`src/rtl/fetch_pkg.sv`:
```
// Shared constants and state encoding for the instruction-fetch stage.
// Latency: n/a (types and constants only).
// Backpressure: n/a.
package fetch_pkg;

  // Injected no-op: SPECIAL opcode with funct 6'b000001, ignored by decode.
  localparam logic [31:0] BUBBLE_INST = 32'h0000_0001;

  typedef enum logic [2:0] {
    BOOT   = 3'd0,
    RUN    = 3'd1,
    BUBBLE = 3'd2,
    WAIT   = 3'd3,
    HALT   = 3'd4
  } fetch_state_t;

endpackage

```
`src/rtl/fetch.sv`:
```
// Instruction fetch: owns the PC, drives a 1-cycle synchronous BRAM, feeds (pc, inst) to decode.
// Latency: the BRAM address follows dec_npc combinationally, so the next inst is presented the following cycle.
// Backpressure: decode stalls fetch via dec_hazard (one bubble + replay), dec_wait_time (bubbles + replay) and dec_stop (halt).
module fetch
  import fetch_pkg::*;
#(
  parameter int unsigned IMEM_AW  = 14,
  parameter logic [31:0] RESET_PC = 32'h0,
  parameter logic [31:0] BUBBLE_I = BUBBLE_INST
) (
  input  logic               clk,
  input  logic               rstn,
  output logic [IMEM_AW-1:0] imem_addr,
  input  logic [31:0]        imem_rdata,
  input  logic [31:0]        dec_npc,
  input  logic               dec_hazard,
  input  logic [4:0]         dec_wait_time,
  input  logic               dec_stop,
  output logic [31:0]        pc,
  output logic [31:0]        inst,
  output logic               valid,
  output logic               halted
);

  fetch_state_t       state_q, state_d;
  logic [31:0]        pc_q, pc_d;
  logic [31:0]        hold_q, hold_d;
  logic               replay_q, replay_d;
  logic [4:0]         wait_cnt_q, wait_cnt_d;
  logic [IMEM_AW-1:0] addr_q, addr_d;
  logic               halted_q, halted_d;

  logic [IMEM_AW-1:0] npc_addr;
  logic [31:0]        run_inst;

  // Word address of decode's next PC; low byte bits dropped, high bits alias.
  assign npc_addr = dec_npc[IMEM_AW+1:2];

  // In RUN the presented inst is either fresh BRAM data or the held copy being replayed.
  assign run_inst = replay_q ? hold_q : imem_rdata;

  assign pc     = pc_q;
  assign halted = halted_q;

  // State register and all datapath registers; reset discards any hold/wait context.
  always_ff @(posedge clk or negedge rstn) begin
    if (!rstn) begin
      state_q    <= BOOT;
      pc_q       <= RESET_PC;
      hold_q     <= BUBBLE_I;
      replay_q   <= 1'b0;
      wait_cnt_q <= 5'd0;
      addr_q     <= RESET_PC[IMEM_AW+1:2];
      halted_q   <= 1'b0;
    end else begin
      state_q    <= state_d;
      pc_q       <= pc_d;
      hold_q     <= hold_d;
      replay_q   <= replay_d;
      wait_cnt_q <= wait_cnt_d;
      addr_q     <= addr_d;
      halted_q   <= halted_d;
    end
  end

  // Next-state, PC steering and output mux; decode inputs only matter while a real inst is shown.
  always_comb begin
    state_d    = state_q;
    pc_d       = pc_q;
    hold_d     = hold_q;
    replay_d   = replay_q;
    wait_cnt_d = wait_cnt_q;
    addr_d     = addr_q;
    halted_d   = halted_q;
    imem_addr  = addr_q;
    inst       = BUBBLE_I;
    valid      = 1'b0;

    case (state_q)
      BOOT: begin
        // BRAM is reading RESET_PC this cycle; its data is usable next cycle.
        replay_d = 1'b0;
        state_d  = RUN;
      end

      RUN: begin
        inst     = run_inst;
        valid    = 1'b1;
        replay_d = 1'b0;
        if (dec_stop) begin
          // Address stays frozen on the halt op; nothing further is fetched.
          state_d  = HALT;
          halted_d = 1'b1;
        end else if (dec_hazard) begin
          // Keep the branch and its PC; it is shown again after one bubble.
          hold_d  = run_inst;
          state_d = BUBBLE;
        end else begin
          // Fetch the resolved target directly: no delay slot, nothing to flush.
          pc_d      = dec_npc;
          imem_addr = npc_addr;
          addr_d    = npc_addr;
          if (dec_wait_time > 5'd1) begin
            wait_cnt_d = dec_wait_time - 5'd1;
            state_d    = WAIT;
          end
        end
      end

      BUBBLE: begin
        state_d  = RUN;
        replay_d = 1'b1;
      end

      WAIT: begin
        // Address is held, so the BRAM keeps returning the already-fetched inst.
        hold_d     = imem_rdata;
        wait_cnt_d = wait_cnt_q - 5'd1;
        if (wait_cnt_q <= 5'd1) begin
          wait_cnt_d = 5'd0;
          state_d    = RUN;
          replay_d   = 1'b1;
        end
      end

      HALT: begin
        halted_d = 1'b1;
      end

      default: begin
        state_d = BOOT;
      end
    endcase
  end

endmodule

```
`config.mk`:
```
export PLATFORM = sky130hd
export DESIGN_NAME = fetch
export DESIGN_NICKNAME = d
export VERILOG_FILES = /design/src/rtl/fetch_pkg.sv /design/src/rtl/fetch.sv
export SDC_FILE = /design/constraint.sdc
export NUM_CORES = 1
export LEC_CHECK = 0
export BUFFER_PORTS_ARGS = -buffer_cell sky130_fd_sc_hd__buf_2
export CORE_MARGIN = 3
export CORE_UTILIZATION = 54
export DETAILED_ROUTE_END_ITERATION = 7
export HOLD_SLACK_MARGIN = 0.03
export PLACE_DENSITY = 0.83
export RECOVER_POWER = 50
export REMOVE_ABC_BUFFERS = 1
export SLEW_MARGIN = 20
export SYNTH_ARGS = -nofsm -noshare
export SYNTH_HDL_FRONTEND = slang
export SYNTH_SLANG_ARGS = --single-unit
export TNS_END_PERCENT = 20
```
`constraint.sdc`:
```
create_clock -name clk -period 5.1 [get_ports clk]
set_clock_uncertainty 0.15 [all_clocks]
set_input_delay 0.255 -clock clk [delete_from_list [all_inputs] [get_ports clk]]
set_output_delay 0.255 -clock clk [all_outputs]
set_load 0.05 [all_outputs]
```
* After elaboration in Yosys (flattened, before gate mapping) *
Index checks and enable logic that the tools add are counted.

word-level totals
  bits in registers = 88
  input port bits = 73
  output and inout port bits = 80
  logic and storage cells = 60

cells by class
  add/sub/neg operators = 2
  $lt $le $gt $ge = 2
  equality and inequality tests = 11
  mux-type cells = 23
  bitwise operators = 3
  reductions and logical operators = 12

operators with widths
  cell                   count
  $mux W32               4
  $pmux W32 S2           1
  $mux W14               3
  $mux W5                4
  $mux W3                4
  $ne A2 B2 Y1 const B   6
  $pmux W3 S4            1
  $pmux W5 S2            1
  $sub A5 B1 Y5 const B  2
  $reduce_and A3 Y1      3
  $eq A3 B2 Y1 const B   2
  $gt A5 B1 Y1 const B   1
  $le A5 B1 Y1 const B   1
  $ne A4 B4 Y1 const B   1
  $reduce_and A2 Y1      2
  $reduce_and A4 Y1      1
  $reduce_bool A2 Y1     2
  $reduce_or A2 Y1       2
  $eq A3 B1 Y1 const B   1
  $eq A3 B3 Y1 const B   1
  $logic_not A3 Y1       1
  $mux W1                3
  $not A1 Y1             3
  $pmux W1 S3            1
  2 further kinds        2

* Depth between registers and ports, before layout *
  depth in word-level cells = 5
  mapped depth = 7
  depth with buffers taken out = 6

* Worst setup path before layout *
Ideal clock, no wire load.

  path kind = flip-flop to output port
  start point = register state_q[2]
  end point = output inst[10]
  data arrival time = 1.667 ns
  data required time = 4.695 ns
  slack = 3.028 ns
  cell stages (with the launch flop) = 6
  cells stage by stage = dfrtp_1 nor2b_4 nand2b_1 buf_6 clkbuf_1 nor2_1

on the way
  word-level cells in the longest chain between the ends = 2

RTL lines
  item                    RTL line     source
  start, declared         fetch.sv:25  fetch_state_t state_q, state_d;
  start signal, assigned  fetch.sv:56  state_q <= state_d;
  $eq A3 B1 Y1            fetch.sv:79  case (state_q)
  $mux W32                fetch.sv:79
  end, declared           fetch.sv:20  output logic [31:0] inst,

Every way passes these cells.

* Worst setup path in the final report *
  start point = register state_q[1]
  end point = output imem_addr[10]

on the way
  word-level cells in the longest chain between the ends = 2

RTL lines
  item           RTL line     source
  $eq A3 B1 Y1   fetch.sv:79
  $mux W14       -
  end, declared  fetch.sv:13  output logic [IMEM_AW-1:0] imem_addr,

Every way passes these cells.

==> impl_metrics.csv <==
group,metric,value,unit
setup_path,endpoint_kind,"output pin",
worst_hold_path,hp-class,"in2reg",
placement,port_buffers,152,
setup_path,crit_arrival,2.56,ns
setup_path,crit_fanout,46,
clock_tree,clock-sinks,88,
clock_tree,clock_latency,0.34,ns
synthesis,ys_seq_elements,88,
drt,vias_per_cell,5.23,
cells_and_area,final_common_cell,"buf_2",
drt,first_pass_iters,4,
grt,grt_pass1_vias,3574,
drt,drc,0,
drt,vias,3303,
sta,setup_viol_count_final,0,
cells_and_area,fill_cells,466,
cells_and_area,synthToLayoutAreaGrowth,37.7,%
cells_and_area,antenna_cells,0,
synthesis,seq_area_frac_synth,51.8,%
die,die_w,94.8,microns
setup_path,rr_worst_depth,4,
synthesis,yosys-top-cells-area,"dfrtp_1 51%, mux2_4 14%, mux2_2 10%",
clock_tree,clk_pin_slew_worst_paths,0.09,ns
die,fp-row-count,31,
setup_path,r2r_setup_slack,2.40,ns
cells_and_area,drive_gt1_share,41.7,%
run_status,violations,"capacitance limit, slew limit",
synthesis,avgSynthCellArea,13.6,sq um
power,p_leak,2.86,nW
power,ir_drop,805,uV
die,design.core.area,0.00745,sq mm
grt,antenna_found_initial,0,
sta,slew-limit-headroom,-28.3,%
setup_path,endpoint,"imem_addr[10]",
drt,wl_per_cell,17.1,microns
synthesis,syn_inst,313,
sta,rsz0062_at_grt,"false",
drt,drt_iter0_markers,80,
synthesis,synth_edf_count,0,
sta,max_freq,337,MHz
placement,hpwl,6510,microns
setup_path,crit_type,"reg2out",
synthesis,yosysTopAreaCell,"dfrtp_1",
setup_path,startpoint,"state_q[1]",
synthesis,ys_types,42,
run_status,status,"complete, but fails checks",
placement,dpl_cell_area,0.00506,sq mm
drt,routed_wl,10800,microns
cells_and_area,fin_nets,605,
die,dieArea,0.00898,sq mm
sta,period_minus_slack,2.97,ns
clock_tree,htreeDepth,3,
synthesis,yosys_warnings,0,
clock_tree,cts_tree,"yes",
clock_tree,root_buffer,"clkbuf_8",
synthesis,syn_area,0.00426,sq mm
cells_and_area,mostFrequentLayoutCells,"118 x buf_2, 86 x dfrtp_1, 66 x dlygate4sd3_1, 40 x nor2_1, 40 x mux2_4",
clock_tree,cts_buffer_depth,2,
drt,final_antenna_net_count,0,
grt,grt_max_degree,81,
flow_run,maxCapViolCount,1,
sta,hold_viol,0,
die,die_h,94.8,microns
clock_tree,cts_setup_buffers,0,
sta,fin_crit_sh,58.2,%
setup_path,r2r-end,"hold_q[3]",
power,powerDensity,740,mW/mm^2
placement,place.gp.congestion,0.775,
clock_tree,cts_buffers,9,
setup_path,startpoint_type,"flip-flop",
synthesis,synth_flop_cell,"dfrtp_1",
sta,setup_tns,0,ns
sta,maxSlewViolCount,81,
sta,worst_slew_pin_slew,1.93,ns
setup_path,r2r-start,"replay_q",
grt,overflow,0,
synthesis,synth_top_area_share,51.1,%
cells_and_area,postLayoutCellArea,0.00586,sq mm
setup_path,cp_data_required_time,4.70,ns
synthesis,async_reset_ff_share,100,%
grt,grt_pass1_wl,17200,microns
cells_and_area,fin_util,78.7,%
grt,grt_usage,25.2,%
die,io_pins,153,
die,initial_utilization,57.2,%
-- per-stage QoR --
step	instances	hold slack [ns]	setup slack (ns)	total power [mW]
floorplan	296	-0.191	1.52	3.23
global placement	550	-0.0715	2.45	3.72
detailed placement	550	-0.0685	2.34	3.78
CTS	632	0.0877	2.08	4.36
global route	632	0.182	1.75	4.56
finish	632	0.153	2.13	4.33
-- repair_timing --
item,4_1_cts,5_1_grt
resized for setup,0,0
hold buffers,66,0
hold endpoints to repair,86,0
-- cell families after synthesis --
family	count (synthesis)	synth area share, %
mux	110	31.7
xor+xnor	3	0.617
simple gates	60	7.32
fa+ha+maj	4	1.18
compound gates	23	4.00
buf+inv	25	3.44
flops	88	51.8
-- worst max-delay path, cell delays in order, from the launching register on --
cell and delay [ns]:
dfrtp_1 0.61, nand2b_1 0.16, buf_4 0.34, clkinv_4 0.13, nand2_8 0.37, mux2_4 0.36
buf_2 0.22
-- cells in the mapped netlist, types with 2 or more instances --
cell / count
a21oi_1: 7
a31oi_1: 2
buf_2: 8
buf_6: 5
clkbuf_1: 4
dfrtp_1: 87
ha_1: 4
inv_1: 7
mux2_2: 38
mux2_4: 40
mux2i_1: 32
nand2_1: 3
nor2_1: 39
nor3_1: 2
nor3b_1: 3
nor4_1: 2
o22ai_1: 2
o31ai_1: 3
xor2_1: 2
-- registers in the layout, indices dropped and copies added, names as in the netlist --
signal and count:
halted 1, hold_q 32, wait_cnt_q 5, state_q 3, addr_q 14, pc 32
replay_q 1
-- per-layer routing --
| metal | wire length [microns] | share of wire, % | GRT usage (%) | vias up |
|---|---|---|---|---|
| met4 | 316 | 2.9 | 10.9 | 0 |
| met3 | 743 | 6.9 | 6.53 | 29 |
| li1 | - | - | - | 1524 |
| met1 | 4280 | 40 | 28.2 | 1618 |
| met2 | 5440 | 50 | 45.0 | 132 |
| met5 | 0 | 0 | 0 | - |
-- how the worst min path moves through the flow --
stage / from / endpoint / slack, ns / cells after the start
floorplan: rstn / addr_q[0] / -0.19 / 0
global placement: rstn / wait_cnt_q[3] / -0.07 / 1
detailed placement: rstn / hold_q[14] / -0.07 / 1
CTS: rstn / hold_q[14] / 0.09 / 2
global route: dec_wait_time[3] / wait_cnt_q[3] / 0.18 / 4
finish: dec_wait_time[3] / wait_cnt_q[3] / 0.15 / 4
-- where the power goes --
part | internal [mW] | switching, mW | total (mW) | leakage [nW]
registers | 1.05 | 0.262 | 1.32 | 1.04
clock network | 0.292 | 0.243 | 0.535 | 0.107
logic | 0.806 | 1.68 | 2.48 | 1.71
-- layout make-up --
cell class	instances	area (sq um)	area share, %
clock inverter	4	76.3	1.30
tap	99	124	2.11
inverter	8	35.0	0.598
sequential	88	2200	37.6
timing repair buffer	221	1400	23.9
multi-input combinational	200	1880	32.0
clock buffer	12	145	2.48
(Power assumes the default switching activity.)
